===== src/rtl/ysyx_23060208_ifu.sv =====
// rtl/ysyx_23060208_ifu.sv - instruction fetch stage, one instruction in flight over AXI-lite AR/R.
// Optional macro IFU_RRESP_CHECK_EN: substitute ebreak for the fetched word on a non-OKAY read response.
module ysyx_23060208_ifu #(
  parameter int                    DATA_WIDTH = 32,
  parameter logic [DATA_WIDTH-1:0] RESET_PC   = 32'h8000_0000
) (
  input  logic                      clk,
  input  logic                      rst,
  input  logic [DATA_WIDTH:0]       exu_to_ifu_bus,
  input  logic                      exu_to_ifu_valid,
  output logic [DATA_WIDTH-1:0]     isram_araddr,
  output logic                      isram_arvalid,
  input  logic                      isram_arready,
  input  logic [DATA_WIDTH-1:0]     isram_rdata,
  input  logic [1:0]                isram_rresp,
  input  logic                      isram_rvalid,
  output logic                      isram_rready,
  output logic                      ifu_done,
  output logic [2*DATA_WIDTH-1:0]   ifu_to_idu_bus,
  output logic                      ifu_to_idu_valid,
  input  logic                      idu_allowin
);

  typedef enum logic [2:0] {
    S_BOOT,
    S_AR,
    S_R,
    S_HOLD,
    S_WAIT_EXU
  } state_e;

  state_e                state_q;
  logic [DATA_WIDTH-1:0] pc_q;
  logic [DATA_WIDTH-1:0] pc_d;
  logic [DATA_WIDTH-1:0] inst_q;
  logic [DATA_WIDTH-1:0] inst_d;
  logic                  arvalid_q;
  logic                  rready_q;
  logic                  valid_q;

  always_comb begin
    pc_d = exu_to_ifu_bus[DATA_WIDTH] ? exu_to_ifu_bus[DATA_WIDTH-1:0]
                                      : pc_q + DATA_WIDTH'(4);
  end

`ifdef IFU_RRESP_CHECK_EN
  // A faulted fetch becomes ebreak so the simulator traps at the offending pc.
  always_comb begin
    inst_d = (isram_rresp != 2'b00) ? DATA_WIDTH'(32'h0010_0073) : isram_rdata;
  end
`else
  logic unused_rresp;
  assign unused_rresp = ^isram_rresp;

  always_comb begin
    inst_d = isram_rdata;
  end
`endif

  always_ff @(posedge clk or negedge rst) begin
    if (!rst) begin
      state_q   <= S_BOOT;
      pc_q      <= RESET_PC;
      inst_q    <= '0;
      arvalid_q <= 1'b0;
      rready_q  <= 1'b0;
      valid_q   <= 1'b0;
    end else begin
      case (state_q)
        S_BOOT: begin
          arvalid_q <= 1'b1;
          state_q   <= S_AR;
        end
        S_AR: begin
          if (isram_arready) begin
            arvalid_q <= 1'b0;
            rready_q  <= 1'b1;
            state_q   <= S_R;
          end
        end
        S_R: begin
          if (isram_rvalid) begin
            inst_q   <= inst_d;
            rready_q <= 1'b0;
            valid_q  <= 1'b1;
            state_q  <= S_HOLD;
          end
        end
        S_HOLD: begin
          if (idu_allowin) begin
            valid_q <= 1'b0;
            state_q <= S_WAIT_EXU;
          end
        end
        S_WAIT_EXU: begin
          if (exu_to_ifu_valid) begin
            pc_q      <= pc_d;
            arvalid_q <= 1'b1;
            state_q   <= S_AR;
          end
        end
        default: begin
          state_q   <= S_BOOT;
          arvalid_q <= 1'b0;
          rready_q  <= 1'b0;
          valid_q   <= 1'b0;
        end
      endcase
    end
  end

  // rready is only ever high in R, so this is exactly the R handshake.
  assign ifu_done         = rready_q & isram_rvalid;
  assign isram_araddr     = pc_q;
  assign isram_arvalid    = arvalid_q;
  assign isram_rready     = rready_q;
  assign ifu_to_idu_valid = valid_q;
  assign ifu_to_idu_bus   = {pc_q, inst_q};

endmodule


===== config.mk =====
export PLATFORM = sky130hd
export DESIGN_NAME = ysyx_23060208_ifu
export DESIGN_NICKNAME = d
export VERILOG_FILES = /design/src/rtl/ysyx_23060208_ifu.sv
export SDC_FILE = /design/constraint.sdc
export NUM_CORES = 1
export LEC_CHECK = 0
export ABC_AREA = 1
export CAP_MARGIN = 20
export CORE_AREA = 2 2 97 99
export DETAILED_ROUTE_END_ITERATION = 10
export DIE_AREA = 0 0 99 101
export PLACE_DENSITY = 0.95
export SLEW_MARGIN = 25
export SYNTH_ARGS = -nofsm -noshare
export SYNTH_HDL_FRONTEND = slang
export SYNTH_SLANG_ARGS = --single-unit

===== constraint.sdc =====
create_clock -name clk -period 4.1 [get_ports clk]
set_input_delay 1.23 -clock clk [delete_from_list [all_inputs] [get_ports clk]]
set_output_delay 1.23 -clock clk [all_outputs]
set_load 0.02 [all_outputs]

### Word-level counts from Yosys, hierarchy flattened

Index checks and enable logic that the tools add are counted.

| cells by class | value |
|---|---|
| $add $sub $neg | 1 |
| mux-type cells | 15 |
| equality and inequality tests | 8 |
| reductions and logical operators | 10 |
| bitwise gates (word level) | 4 |

Operators by type and width:

| kind | count |
|---|---|
| 32-bit by 3-bit adder with 32-bit output (second input constant) | 1 |
| 32-bit two-way mux | 1 |
| 3-bit one-hot mux with 5 select lines | 1 |
| 3-bit two-way mux | 4 |
| 3-bit AND reduction | 3 |
| 2-bit != test (second input constant) | 4 |
| 3-bit by 2-bit equality test with 1-bit output (second input constant) | 2 |
| 1-bit two-way mux | 6 |
| 1-bit one-hot mux with 3 select lines | 2 |
| 3-bit OR reduction | 2 |
| 1-bit one-hot mux with 4 select lines | 1 |
| 2-bit AND reduction | 2 |
| 4-bit AND reduction | 1 |
| 3-bit by 1-bit equality test with 1-bit output (second input constant) | 1 |
| 3-bit equality test (second input constant) | 1 |
| 3-bit logical NOT | 1 |
| 1-bit NOT | 3 |
| 2-bit OR reduction | 1 |
| 1-bit AND | 1 |

| storage, ports and cells | value |
|---|---|
| output and inout bits | 100 |
| word-level logic and storage cells | 44 |
| input port bits | 73 |
| flip-flop bits (word level) | 70 |

### Longest topological paths before layout

| depth | value |
|---|---|
| word-level depth | 4 |
| mapped depth | 10 |
| mapped depth without buffers | 10 |

### Least setup slack after synthesis

OpenSTA, ideal clock, no wires.

| timing | value |
|---|---|
| path kind | input to output |
| start point | input port isram_rvalid |
| end point | output port ifu_done |
| required time | 2.870 ns |
| data arrival time | 1.406 ns |
| stages | 2 |
| buffers on the path | 0 |
| path slack | 1.464 ns |
| cells stage by stage | nand2_1 -> inv_1 |

| between the ends | value |
|---|---|
| longest elaborated chain between the ends | 1 |

Ends and longest elaborated chain:

| item | RTL line | source |
|---|---|---|
| from (decl) | 16 | `input logic isram_rvalid,` |
| 1-bit AND | 113 | `assign ifu_done = rready_q & isram_rvalid;` |
| to (decl) | 18 | `output logic ifu_done,` |

Every way passes these cells.

### Worst setup path in the final report

Same ends and word-level chain as after synthesis.

==> out/summary.md <==
The pin count of the biggest net entering global routing was 71; the gate count after technology mapping was 503. The logs give 758 for the final instance count without filler cells and 0 for the warning count from the yosys run. The tools report the critical path capture point type as a primary output.

The run gives 2.59 ns as the data arrival at the endpoint of the critical path. The vias per cell was 5.21. The worst clock skew on the final layout came out at 0.00878 ns. The via count of the first global-routing pass was 3950; the fraction of the mapped netlist area in compound gates was 5.23%. Each instance of the synthesized netlist takes up on average 8.18 um2. The DRC marker count from the first detailed-route iteration was 239; the number of flops mapped to enable cells by yosys was 0. The tools report the startpoint of the most critical setup path as isram_rvalid. The vertical die dimension came out at 101 um.

The total negative slack was 0 ns; the overflow left after global routing was 0. Synthesis inferred 70 register bits. The adder and majority cell fraction of the synthesized area was 0.304%. Once the clock tree was built, the setup fixing pass inserted 0 buffers.

The final worst-path cycle share is 93.3%, and the number of gates resized after cts is 0. For the final number of max-transition violations, the log shows 0. The cell at the root of the clock tree was clkbuf_8. The number of antenna violations at the first check in global routing was 0; the net count of the finished layout was 716.

The total count of hold-check failures in the final report is 0, and the leakage dissipation is 2.58 nW. Remaining routing DRC violations: 0. The number of H-tree levels is 3, and the effective utilization at floorplan is 45.8%.

Once placement completed, the tool counted placed cells totaling 742. The synthesized netlist devotes 0.213% of its cell area to XOR and XNOR gates. For the register area share after synthesis, the log shows 42.6%. TritonCTS built the clock tree. Buffers inserted to repair hold after CTS numbered 0. In this run the deepest clock path goes through 2 buffers. The sort of element at the start of the critical path was an input port. The detail route stage leaves a number of antenna-violating nets equal to 0. The die outline width was 99 um; the number of maximum-capacitance constraint violations was 0. Global routing used 23.8% of the available tracks. Number of top-level pins: 173.

After legalization and detailed placement, the total HPWL measured 8940 um. The slack of the worst reg-to-reg path was 2.11 ns. The category of the most critical setup path is input port to primary output. The length of the first detailed-routing pass in iterations was 5; the wire length per cell was 15.6 um. For this run, asynchronously set or reset flops after synthesis account for 100%. The flow ran to the end, and the final reports show no timing, DRC or antenna violations. The achievable clock frequency was 262 MHz.

The tools report the required time at the endpoint of the critical path as 2.87 ns. The first global-routing pass estimated 18800 um of wire. After synthesis, the largest family of logic cells by area is simple AND/OR/NAND/NOR gates. After clock tree synthesis, the clock-pin slew on the worst setup and hold paths is 0.08 ns. The mapped netlist covers 4120 um2. Counting the buffers created by CTS gives 9. Measured in cells, the most critical reg-to-reg path has a length of 10.

For the final RePlAce weighted congestion, the log shows 0.890. For the total clock sinks, the log shows 70. For the pin with the worst max-slew slack, the measured transition is 0.884 ns. The startpoint identified for the worst register-to-register timing path is state_q[0].

The total wire length after detailed routing was 11800 um; the pre-CTS setup slack was 0.272 ns. After floorplanning, the core was sized to cover 8980 um2. Headroom to the max-slew limit came out at 41.1%. In this run the tool buffered the top-level ports with 170 buffer cells. Across the VDD grid, the largest voltage drop is 0.580 mV. The share of synthesized cell area in and, or, nand and nor gates is 28.7%, and the net count after synthesis is 577. In this run the worst hold path is classified as flop to flop. The dominant register cell in the synthesized netlist is dfrtp_1. The clock reaches the later pin of the worst-skew pair after 0.35 ns. The critical path ends at ifu_done.

For the count of final setup violators, the log shows 0. 0 antenna diodes ended up in the layout. The worst register-to-register path ends at isram_araddr[26]. The peak fanout along the critical path was 4.

The time the worst path needs with I/O delays and setup works out to 3.82 ns. After floorplanning, the core was divided into 35 placement rows. Setup slack closes at 0.276 ns. The distinct cell type count after synthesis was 34. The run gives 10000 um2 as the full die area.

Setup repair after global routing left no endpoint under its margin. The share of post-route cells with drive strength above 1 is 10.8%, and the total number of vias is 3952. Area growth from synthesis to final layout: 42.7%. Measured against the total synthesized area, the mux share comes to 11.4%.

Power spread over the standard cell area amounts to 791 nW/um2.
==> layer usage <==
layer	vias to the layer above	part of all wire, %	track usage, %	wire (um)
li1	1877	-	-	-
met1	1846	39	27.9	4590
met2	208	49	41.7	5800
met3	21	10	7.42	1200
met4	0	1.9	7.69	220
met5	-	0	0	0
==> layout make-up <==
type / count / area [um2]
Clock buffer: 10 / 138
Clock inverter: 6 / 93.8
Fill cell: 689 / 3110
Inverter: 39 / 146
Multi-Input combinational cell: 350 / 1890
Sequential cell: 70 / 1750
Tap cell: 111 / 139
Timing Repair Buffer: 172 / 1710
==> placed cells by master, fill, tap and decap left out <==
master / instances
o211a_1: 1
or2_1: 1
nor2_4: 2
bufinv_16: 2
clkinvlp_4: 1
nor3_4: 1
a31oi_1: 1
dfrtp_1: 69
nand2_4: 1
mux2_2: 3
nand3_1: 37
o31ai_1: 1
mux2_4: 29
clkinv_4: 2
dfstp_2: 1
nand2_1: 137
nand2_2: 2
inv_2: 7
o21ai_1: 9
buf_4: 3
nor2_1: 73
inv_6: 1
clkdlybuf4s50_1: 169
o21ai_0: 12
nand4_1: 3
xor2_1: 1
and2_1: 2
ha_1: 1
o211ai_1: 4
inv_1: 32
a21oi_1: 2
o22ai_1: 5
nor3_1: 14
clkbuf_8: 10
nor3b_1: 1
a211oi_1: 2
nor2_2: 5
==> cells in the mapped netlist, types with 3 or more instances <==
cell type / count / area share, %
nor3_1: 14 / 1.7
mux2_4: 29 / 11
o21ai_0: 12 / 1.5
nand4_1: 3 / 0.46
nor2_1: 73 / 6.7
inv_1: 32 / 2.9
buf_2: 4 / 0.49
dfrtp_1: 69 / 42
nand3_1: 37 / 4.5
buf_4: 34 / 6.2
nand2_1: 137 / 12
nor2_2: 5 / 0.76
o211ai_1: 4 / 0.73
o22ai_1: 5 / 0.76
buf_6: 4 / 1.1
inv_2: 7 / 0.64
o21ai_1: 9 / 1.1
mux2_2: 3 / 0.82
==> per-stage QoR <==
step	cell area, um2	hold slack [ns]	utilization [%]	total power [W]
after floorplan	4120	0.551	-	0.00294
after global placement	5640	0.459	62.8	0.00390
after global routing	5870	0.532	65.4	0.00489
after CTS	5870	0.511	65.4	0.00467
after detailed placement	5640	0.492	62.8	0.00400
final	5870	0.518	65.4	0.00464
==> worst max-delay path, stage by stage <==
cell and delay (ns):
clkdlybuf4s50_1 0.58, nand2_1 0.10, inv_1 0.07, clkdlybuf4s50_1 0.62
==> cells by family (layout without fill, tap and decap cells) <==
group / after synthesis / count (layout)
AO/OA/AOI/OAI: 37 / 37
buffers and inverters: 83 / 227
AND/OR/NAND/NOR: 279 / 279
flip-flops: 70 / 70
XOR/XNOR: 1 / 1
multiplexers: 32 / 32
adder cells (fa/ha/maj): 1 / 1
==> state kept, by name, summed over array words and instances (netlist names) <==
signal,flops
isram_araddr,32
isram_arvalid,1
state_q,3
inst_q,32
ifu_to_idu_valid,1
isram_rready,1
==> worst min path at each step <==
| stage | start | end | slack [ns] | depth (start not counted) |
|---|---|---|---|---|
| global route | inst_q[4] | inst_q[4] | 0.53 | 1 |
| floorplan | state_q[0] | state_q[0] | 0.55 | 2 |
| finish | inst_q[23] | inst_q[23] | 0.52 | 1 |
| CTS | ifu_to_idu_valid | ifu_to_idu_valid | 0.51 | 2 |
| detailed placement | ifu_to_idu_valid | ifu_to_idu_valid | 0.49 | 2 |
| global placement | ifu_to_idu_valid | ifu_to_idu_valid | 0.46 | 2 |
==> where the power goes <==
| group | switching [W] | total, W | internal, W |
|---|---|---|---|
| logic | 0.00129 | 0.00258 | 0.00129 |
| clock network | 0.000291 | 0.000655 | 0.000364 |
| registers | 0.000380 | 0.00141 | 0.00103 |
Note: power is estimated with default switching activity, not from simulation.
